File: src/rtl/univ_reg.sv
// Universal register: parallel load, up/down counter with a cascadable carry/borrow,
// or bidirectional shift register. Bit 0 of D/Q is the most significant bit.
module univ_reg #(
   parameter int               WIDTH       = 4,
   parameter logic [WIDTH-1:0] RESET_VALUE = '0
) (
   input  logic             CLK,
   input  logic             RESET,
   input  logic             MODE,
   input  logic [0:1]       SEL,
   input  logic             CIN,
   input  logic [0:WIDTH-1] D,
   input  logic             S0,
   input  logic             SN,
   output logic [0:WIDTH-1] Q,
   output logic             COUT
);

   localparam logic [0:1] SEL_LOAD = 2'b00;
   localparam logic [0:1] SEL_DN   = 2'b01;
   localparam logic [0:1] SEL_UP   = 2'b10;

   localparam logic [0:WIDTH-1] ONE = {{(WIDTH-1){1'b0}}, 1'b1};

   logic [0:WIDTH-1] q_next;
   logic             at_max;
   logic             at_min;

   assign at_max = &Q;
   assign at_min = ~|Q;

   // SEL=01 moves data toward bit WIDTH-1 (numerically right), SEL=10 toward bit 0.
   always_comb begin
      q_next = Q;
      case (SEL)
         SEL_LOAD: q_next = D;
         SEL_DN: begin
            if (MODE)
               q_next = {S0, Q[0:WIDTH-2]};
            else if (CIN)
               q_next = Q - ONE;
         end
         SEL_UP: begin
            if (MODE)
               q_next = {Q[1:WIDTH-1], SN};
            else if (CIN)
               q_next = Q + ONE;
         end
         default: q_next = Q;
      endcase
   end

   // Purely combinational so a chained stage sees the carry in the same cycle.
   always_comb begin
      COUT = 1'b0;
      if (!MODE && CIN)
         COUT = ((SEL == SEL_UP) && at_max) || ((SEL == SEL_DN) && at_min);
   end

   always_ff @(posedge CLK or posedge RESET) begin
      if (RESET)
         Q <= RESET_VALUE;
      else
         Q <= q_next;
   end

endmodule

File: config.mk
export PLATFORM = sky130hd
export DESIGN_NAME = univ_reg
export DESIGN_NICKNAME = d
export VERILOG_FILES = /design/src/rtl/univ_reg.sv
export SDC_FILE = /design/constraint.sdc
export NUM_CORES = 1
export LEC_CHECK = 0
export ABC_AREA = 1
export CAP_MARGIN = 25
export CORE_AREA = 2 2 39 41
export CTS_CLUSTER_SIZE = 20
export DETAILED_ROUTE_END_ITERATION = 12
export DIE_AREA = 0 0 41 43
export HOLD_SLACK_MARGIN = 0.1
export PLACE_DENSITY = 0.69
export SLEW_MARGIN = 10
export SYNTH_ARGS = -nofsm -noshare
export SYNTH_HDL_FRONTEND = slang
export SYNTH_SLANG_ARGS = --single-unit
File: constraint.sdc
create_clock -name CLK -period 4.4 [get_ports CLK]
set_clock_uncertainty 0.2 [all_clocks]
set_input_delay 0.88 -clock CLK [delete_from_list [all_inputs] [get_ports CLK]]
set_output_delay 0.88 -clock CLK [all_outputs]
set_load 0.01 [all_outputs]
# Word-level counts from Yosys, hierarchy flattened

Index checks and enable logic that the tools add are counted.

Add/subtract/negate cells: 2
Multipliers: 0
Divide/modulo/power cells: 0
$lt $le $gt $ge: 0
Eq/ne operators: 4
Shift-type cells: 0
Muxes and demuxes: 6
Bitwise gates (word level): 0
Reduce and logical (&&, ||, !) cells: 11

Operators by type and width:

| kind                | count |
|---|---|
| $mux 4              | 4 |
| $pmux 4 s3          | 1 |
| $ne 3x3->1 const B  | 2 |
| $add 4x1->4 const B | 1 |
| $reduce_and 4->1    | 1 |
| $reduce_or 4->1     | 1 |
| $sub 4x1->4 const B | 1 |
| $logic_and 1x1->1   | 3 |
| $reduce_and 3->1    | 1 |
| $reduce_bool 3->1   | 1 |
| $eq 2x1->1 const B  | 1 |
| $eq 2x2->1 const B  | 1 |
| $logic_not 1->1     | 2 |
| $logic_not 2->1     | 1 |
| $logic_or 1x1->1    | 1 |
| $mux 1              | 1 |

Bits in registers: 4
Bits in latches: 0
Memory bits (writable): 0
ROM bits: 0
Output and inout port bits: 5
Logic and storage cells: 24
Memories: 0

# Depth between registers and ports, before layout

Word-level depth: 5
Mapped depth: 9
Mapped depth without buffers: 8

# Worst setup path after synthesis

No wires, ideal clock.

Path type: input port to output port
Start: input port SEL[1] (netlist name)
End: output port COUT
Arrival time: 1.474 ns
Required time: 3.320 ns
Setup slack: 1.846 ns
Stages on the path: 4
Cell sequence: inv_1 > ha_1 > nand3_1 > a21oi_1

Word-level cells in the longest chain between the ends: 4

RTL lines:

| element                                         | line | RTL |
|---|---|---|
| from (decl)                                     | 10   | `input logic [0:1] SEL,` |
| $eq 2x2->1 / $eq 2x1->1 (equally long branches) | 57   | `COUT = ((SEL == SEL_UP) && at_max) \|\| ((SEL == SEL_DN) && at_min);` |
| $logic_and 1x1->1                               | 57   |  |
| $logic_or 1x1->1 *                              | 57   |  |
| $mux 1 *                                        | 56   | `if (!MODE && CIN)` |
| to (decl)                                       | 16   | `output logic COUT` |

Every way passes the cells marked *; elsewhere a longest branch is shown, timed or not.

# Worst setup path after layout

Same ends and word-level chain as after synthesis.

==> results.toml <==
[synthesis]
synth.area.mux_share_pct = 0
yosysWarningCount = 0
synthXorXnorAreaFrac_pct = 1.70
ys_top_cells_by_area = "dfrtp_1 19%, ha_1 15%, nand2_1 13%"
synth_edf_count = 0
yosysTopAreaCell = "dfrtp_1"
ys.flop_type = "dfrtp_1"
async_flop_share_pct = 100
synth_fp_nets = 97
yosys-top-cells-count = "18 x nand2_1, 11 x inv_1, 8 x nand3_1, 8 x nor2_1, 6 x ha_1"
synth-seq-cells = 4
synth-simple-area-share_pct = 35.0
synth_area_sq_um = 515
synth_compound_area_share_pct = 17.7
synth_cells = 79
yosysMostFrequentCell = "nand2_1"
synth_top_family_by_area = "simple AND/OR/NAND/NOR gates"
syn_avg_cell_area_sq_um = 6.53
synth_top_area_share_pct = 19.4
ys_seq_area_share_pct = 19.4
synthAdderAreaFrac_pct = 14.6
synth.distinct_cells = 22

[power_and_ir_drop]
power.density_nw_per_um2 = 271
peakVddDrop_mv = 0.0947
p_total_uw = 192
power_leakage_uw = 0.000344

[timing]
period_minus_slack_ns = 3.54
worst_slew_pin_slew_ns = 0.370
whs_ns = 0.402
fmaxAchievable_mhz = 282
rsz0062_at_grt = "no"
fin_setup_tns_ns = 0
min_period_over_period_pct = 80.5
slew_headroom_pct = 75.4
report.final.slew_viol_count = 0
fin_ws_ns = 0.856
finalSetupViolations = 0
hold_viol_final = 0

[layout]
syn2layout_area_growth_pct = 37.1
reg_top3 = "Q x4"
ff_latch_area_sq_um = 100
fin_nets = 117
final_util_pct = 51.1
multiInputGateArea_sq_um = 355
largest_register_ffs = 4
fillers = 142
antenna-diode-count = 0
regMostFlops = "Q"
layout-drive-gt1-share_pct = 10.3

[clock_tree]
cts_tree = "yes"
clk-insertion-delay-late_ns = 0.24
cts_resized = 0
cts_max_level = 1
clkTransAtPathRegs_ns = 0.03
cts.sinks = 4
numCtsBuffers = 3
cts.path.max_buffers = 2
postCtsSetupRepairBufs = 0
cts_hold_buf = 0
root_buffer = "clkbuf_4"

[global_routing]
grt_max_degree = 11
grt_pass1_vias = 509
gr-total-overflow = 0
gr-usage-all-layers_pct = 16.7
antenna_found_initial = 0
grt_first_pass_wirelength_um = 2020

[die]
num_rows = 14
core-area_sq_um = 1380
fp.dieW_um = 41
dieArea_sq_um = 1760
io_pins = 17
start_util_pct = 37.3
die_h_um = 43

[detailed_routing]
drtIter0Drc = 7
via_per_inst = 4.93
ant_nets = 0
dr.pass1.iters = 4
wl_um = 1180
vias = 557
remaining_drc_errors = 0
wl_per_cell_um = 10.4

[worst_setup_path]
crit_arrival_ns = 2.46
path_max_fanout = 5
path_class = "in2out"
crit_path_end_kind = "primary output"
reg2reg_depth = 8
critical_path_required_ns = 3.32
startpoint_type = "input pin"

[worst_hold_path]
hold-path-cell-count = 2
hp-class = "reg2reg"

[run_status]
status = "complete, no violations"

[placed_design]
dpl.hpwl_um = 918
gp_congestion = 0.840
dp_slack_ns = 0.847
port_buffers = 16

[flow_run]
cap_violations = 0
worst max-delay path, cell delays in order:
cell and delay, ns:
clkdlybuf4s50_1 0.51, ha_1 0.27, nand4_1 0.11, a21oi_1 0.14, clkdlybuf4s50_1 0.55
logic make-up (layout without fill, tap and decap cells):
group | Yosys count | after routing
compound gates | 14 | 14
xor+xnor | 1 | 1
fa+ha+maj | 6 | 6
buf+inv | 14 | 32
flops | 4 | 4
simple gates | 40 | 40
cells in the final DEF, fill, tap and decap left out, drive strengths merged:
cell / count
ha: 6
inv: 12
clkdlybuf4s50: 16
nand2: 20
o21ai: 6
o22ai: 1
a22oi: 1
xor2: 1
nor2: 10
a21oi: 3
nand3: 8
clkbuf: 3
clkinv: 1
nand4: 2
a21boi: 1
dfrtp: 4
o211ai: 2
path summary, 6_finish.rpt:
kind,startpoint,endpoint,slack (ns)
min in group asynchronous,RESET,Q[3],0.62
max in group asynchronous,RESET,Q[0],3.22
max reg2reg,Q[3],Q[2],2.71
max,SEL[1],COUT,0.86
min reg2reg,Q[0],Q[0],0.40
min,Q[0],Q[0],0.40
per-stage QoR:
stage | instances | cell area [sq um]
2_1_floorplan | 79 | 515
3_5_place_dp | 110 | 684
4_1_cts | 113 | 707
3_3_place_gp | 110 | 684
5_1_grt | 113 | 707
6_report | 113 | 707
layer usage:
layer	part of all wire, %	global-route usage [%]	vias up
met1	45	21.1	245
li1	-	-	294
met2	49	26.6	14
met5	0	0	-
met3	3.2	0.524	4
met4	2.9	10.0	0
area by class of cell:
class / count / area share [%]
clock buffers: 3 / 3.19
inverters: 13 / 6.90
multi-input cells: 61 / 50.3
flip-flops and latches: 4 / 14.2
well taps: 16 / 2.83
repair buffers: 16 / 22.7
power by group:
| part | switching, uW | leakage [uW] | internal, uW |
|---|---|---|---|
| combinational | 46.1 | 0.000282 | 43.3 |
| sequential | 13.5 | 0.0000483 | 43.5 |
| clock | 14.8 | 0.0000138 | 30.5 |
| total | 74.5 | 0.000344 | 117 |
Power figures use the tool's default switching activity.
==> patch 1 (config.mk and constraints unchanged) <==
Set the parameter `WIDTH` to 3 (it was 4).
--- a/src/rtl/univ_reg.sv
+++ b/src/rtl/univ_reg.sv
@@ -3,3 +3,3 @@
 module univ_reg #(
-   parameter int               WIDTH       = 4,
+   parameter int               WIDTH       = 3,
    parameter logic [WIDTH-1:0] RESET_VALUE = '0
Ports: changed (resized D and Q); port bits go from 17 to 15. No check against the original RTL was run, so the function may have changed too.
==> patch 1 against the unedited design <==
  * Sequential share of layout area fell by 1.2 points
  * Critical path depth stayed put
  * Register-to-register slack improved by 0.10 ns
  * Sequential cell count shrank 1
  * Count of clock-buffer cells in the layout grew 1
  * Global-route usage down 2.8 points
  * Via count shrank 22%
  * Final area is 18% lower
  * Synthesized area is 24% lower
  * Worst setup slack better by 0.037 ns
  * Clock power grew 11%
  * Power decreased by 19%
  * Wire length fell by 26%
  * Hold slack got worse by 0.068 ns
  * Largest cell class unchanged
==> patch 1: results (changes against the unedited design) <==
- The share of synthesized area occupied by flip-flops and latches is 19.0% (-0.37 points).
- The total instance count after detailed placement was 95 (-14%).
- The post-route clock period utilization was 79.7% (-0.83 points).
- The largest individual stage delay along the critical path comes from the cell sky130_fd_sc_hd__clkdlybuf4s50_1.
- The highest routed metal layer is met4.
- The routed wire length is 871 um (-26%).
- The vias after detailed routing came to 433 (-22%).
- The filler cell count was 154 (+8.5%).
- The hold slack came to 0.335 ns (-0.0678 ns).
- The proportion of layout cells with a drive suffix above 1 came to 7.23% (-3.1 points).
- The startpoint of the tightest hold check path is Q[1].
- The first-pass GRT wire length was 1570 um (-23%).
- The length of routed wiring on met1 was 361 um (-32%).
- In this run the critical register-to-register path is captured at Q[0].
- The number of distinct library cells after synthesis is 13 (-41%).
- The largest voltage drop on the vdd net is 0.000156 V (+65%).
- The post-route non-filler standard cell count is 99 (-12%).
- The met2 wire length is 434 um (-25%).
- The minimum setup slack among reg-to-reg paths is 2.81 ns (+0.10 ns).
- The number of design-rule violations left by the first detailed-router iteration is 3 (-4).
- The total power after layout is 0.155 mW (-19%).
- The signal arrival time at the worst endpoint is 2.43 ns (-0.03 ns).
- Sorting the synthesized cells by how often they occur yields sky130_fd_sc_hd__nand2_1 (22), sky130_fd_sc_hd__inv_1 (12), sky130_fd_sc_hd__ha_1 (7).
- The cell count after synthesis is 65 (-18%).
- The clock share of power was 32.5% (+8.9 points).
- The total routing resource utilization after global routing is 13.9% (-2.8 points).
- The worst hold path terminates at Q[1].
- The cell depth of the worst hold path is 2 (unchanged).
- The placed standard-cell area is 554 um2 (-19%).
- The count of instances resized after the clock tree is built is 0 (unchanged).
- The worst setup slack after placement came to 0.886 ns (+0.0389 ns).
- The proportion of power drawn by flip-flops and latches came to 25.0% (-4.7 points).
- The length of routed met3 wiring is 59 um (+55%).
- Ranked by total cell area, the synthesized netlist is headed by sky130_fd_sc_hd__ha_1 (22%), sky130_fd_sc_hd__nand2_1 (21%), sky130_fd_sc_hd__dfrtp_1 (19%), sky130_fd_sc_hd__inv_1 (11%), sky130_fd_sc_hd__nand3_1 (6.3%).
- The post-synthesis instance area is 394 um2 (-24%).
- The total of buffers placed on input and output ports was 14 (-2).
- The post-detailed-placement half-perimeter wirelength came to 715 um (-22%).
- The destination of the critical timing path is COUT.
- CTS placed an instance of sky130_fd_sc_hd__clkbuf_4 at the clock tree root.
- The flow ran to the end, and the final reports show no timing, DRC or antenna violations.
- The largest net degree at the start of global routing is 9 (-2).
- The slew at the pin closest to its max-slew limit came to 0.194 ns (-0.176 ns).
- The path depth of the worst reg2reg path is 10 (+2).
- The leakage power total came to 0.312 nW (-9.2%).
- In this run the critical register-to-register path is launched from Q[2].
- The switching power of the nets is 0.0550 mW (-26%).
- The number of nets in the layout is 102 (-13%).
- The post-synth net total is 83 (-14%).
- The via count of the first global-routing pass is 376 (-26%).
- In the final layout, the registers with the most flip-flops are Q (3).
- The placer congestion estimate was 0.726 (-14%).
==> patch 1: cell types whose count changed in the layout (fill, tap and decap cells not counted), sizes merged, moves of 2 or more <==
cell	delta
o21ai	-3
o211ai	-2
nand4	-2
nand2	+3
clkdlybuf4s50	-2
nor2	-4
nand3	-3
==> patch 1: final cells by class <==
type                    count  area (um2)  share of cell area, %
flip-flops and latches      3        75.1                   12.9
clock buffers               4        26.3                   4.53
inverters                  13        48.8                   8.41
well taps                  16        20.0                   3.45
repair buffers             14         140                   24.1
multi-input cells          49         270                   46.6
==> patch 1: cell families (layout without fill, tap and decap cells) <==
kind of cell               Yosys count  in the layout  synth area share, %
adders and majority gates            7              7                 22.2
and+or+nand+nor                     34             34                 34.6
DFF                                  3              3                 19.0
AOI/OAI and AO/OA                    8              8                 11.7
buffers and inverters               13             31                 12.4
==> patch 1: per-layer routing <==
metal / vias up / track usage, %
li1: 233 / -
met3: 3 / 7.85
met2: 12 / 18.8
met5: - / 0
met1: 185 / 16.5
met4: 0 / 8.00
==> patch 2 (same settings) <==
Made on the original files. Add an input register stage for `MODE`, `SEL`, `CIN`, `D`, `S0` and `SN`, with the module's reset; this delays them by one clock.
--- a/src/rtl/univ_reg.sv
+++ b/src/rtl/univ_reg.sv
@@ -24,2 +24,27 @@
 
+   logic MODE_q;
+   logic [0:1] SEL_q;
+   logic CIN_q;
+   logic [0:WIDTH-1] D_q;
+   logic S0_q;
+   logic SN_q;
+
+   always_ff @(posedge CLK or posedge RESET) begin
+      if (RESET) begin
+         MODE_q <= '0;
+         SEL_q  <= '0;
+         CIN_q  <= '0;
+         D_q    <= '0;
+         S0_q   <= '0;
+         SN_q   <= '0;
+      end else begin
+         MODE_q <= MODE;
+         SEL_q  <= SEL;
+         CIN_q  <= CIN;
+         D_q    <= D;
+         S0_q   <= S0;
+         SN_q   <= SN;
+      end
+   end
+
    logic [0:WIDTH-1] q_next;
@@ -34,8 +59,8 @@
       q_next = Q;
-      case (SEL)
-         SEL_LOAD: q_next = D;
+      case (SEL_q)
+         SEL_LOAD: q_next = D_q;
          SEL_DN: begin
-            if (MODE)
-               q_next = {S0, Q[0:WIDTH-2]};
-            else if (CIN)
+            if (MODE_q)
+               q_next = {S0_q, Q[0:WIDTH-2]};
+            else if (CIN_q)
                q_next = Q - ONE;
@@ -43,5 +68,5 @@
          SEL_UP: begin
-            if (MODE)
-               q_next = {Q[1:WIDTH-1], SN};
-            else if (CIN)
+            if (MODE_q)
+               q_next = {Q[1:WIDTH-1], SN_q};
+            else if (CIN_q)
                q_next = Q + ONE;
@@ -55,4 +80,4 @@
       COUT = 1'b0;
-      if (!MODE && CIN)
-         COUT = ((SEL == SEL_UP) && at_max) || ((SEL == SEL_DN) && at_min);
+      if (!MODE_q && CIN_q)
+         COUT = ((SEL_q == SEL_UP) && at_max) || ((SEL_q == SEL_DN) && at_min);
    end
Behaviour: not the same (Yosys sat finds a counterexample within 4 cycles, from zero or initial values and one cycle with RESET high).
==> patch 2 against the unedited design <==
  * First-iteration DRC count grew to 2.9 times the old value
  * Power is 78% higher
  * Non-clock buffer count stayed put
  * Global-route usage is 5.8 points higher
  * Critical path depth is 1 higher
  * Largest cell class unchanged
  * Utilization is 19 points higher
  * Via count is 19% higher
  * Final area is 37% higher
  * Worst setup slack better by 0.52 ns
  * Clock power is 110% higher
  * Wire length is 35% higher
  * Synthesized area is 48% higher
  * Highest routed layer unchanged
  * Sequential cell count is 10 higher
==> patch 2: results (changes against the unedited design) <==
- The post-layout worst setup margin came to 1.38 ns (+0.523 ns).
- The detailed-route wire length per cell was 12.5 um (+20%).
- The clock group power was 0.0954 mW (+110%).
- The total instance count after detailed placement came to 123 (+12%).
- The signal arrival time at the worst endpoint is 1.94 ns (-0.52 ns).
- The post-route non-filler standard cell count was 127 (+12%).
- The placed standard-cell area is 931 um2 (+36%).
- The register area came to 350 um2 (+250%).
- The via count of the first global-routing pass was 605 (+19%).
- The leakage power total is 0.462 nW (+34%).
- The parity-gate share of the synthesized area counting xor and xnor cells is 1.15% (-0.55 points).
- The share of power burned in combinational logic is 25.9% (-21 points).
- The adder and majority gate portion of the synthesized area was 9.85% (-4.7 points).
- The mean number of vias per cell is 5.21 (+5.7%).
- The first-pass GRT wire length is 2590 um (+28%).
- The number of distinct library cells after synthesis is 19 (-14%).
- The worst relative slew slack is 65.6% (-9.7 points).
- By area the synthesized netlist is led by sky130_fd_sc_hd__dfrtp_1 (46%), sky130_fd_sc_hd__ha_1 (9.9%), sky130_fd_sc_hd__nand2_1 (9.4%), sky130_fd_sc_hd__inv_1 (5.4%), sky130_fd_sc_hd__nor2_1 (5.4%).
- The peak fanout along the critical path came to 8 (+3).
- The post-synth net total is 110 (+13%).
- The flow ran to the end, and the final reports show no timing, DRC or antenna violations.
- The total routing resource utilization after global routing is 22.5% (+5.8 points).
- The worst setup slack after placement is 1.72 ns (+0.869 ns).
- The synthesized area per cell is 8.28 um2 (+27%).
- The power per cell area is 353 mW/mm2 (+30%).
- The share of synthesized area occupied by flip-flops and latches is 46.0% (+27 points).
- The clock transition at the register clock pins on the worst setup and hold paths after CTS is 0.09 ns (+0.06 ns).
- The number of design-rule violations left by the first detailed-router iteration came to 20 (+13).
- In this run the most critical hold path is launched from D_q[0].
- The minimum setup slack among reg-to-reg paths is 2.74 ns (+0.03 ns).
- In the synthesized netlist, the cells that appear most often are sky130_fd_sc_hd__nand2_1 (19), sky130_fd_sc_hd__dfrtp_1 (14), sky130_fd_sc_hd__inv_1 (11), sky130_fd_sc_hd__nor2_1 (11), sky130_fd_sc_hd__nand3_1 (8).
- The critical path starts at Q[2].
- The area fraction in compound gates after synthesis is 11.0% (-6.7 points).
- The initial standard-cell utilization of the core is 55.1% (+18 points).
- The proportion of layout cells with a drive suffix above 1 is 9.01% (-1.3 points).
patch 2: cell type report:
class	count	area share (%)
inverters	13	5.05
clock buffers	4	3.75
repair buffers	16	16.6
well taps	16	2.07
flip-flops and latches	14	36.2
multi-input cells	64	36.4
patch 2: worst max-delay path: cells and delay by family, from the launching register on:
family / cells / cell delay (ns)
adder cells (fa/ha/maj): 1 / 0.24
buffers and inverters: 2 / 0.62
AND/OR/NAND/NOR: 2 / 0.13
flip-flops: 1 / 0.51
AO/OA/AOI/OAI: 1 / 0.15
patch 2: metal layers:
| layer | up-vias | share of wire, % | GRT usage [%] | wire [um] |
|---|---|---|---|---|
| met5 | - | 0 | 0 | 0 |
| met4 | 0 | 3.0 | 12.0 | 48 |
| met3 | 5 | 7.0 | 4.71 | 111 |
| met2 | 34 | 50 | 35.0 | 790 |
| met1 | 291 | 40 | 27.8 | 640 |
| li1 | 332 | - | - | - |
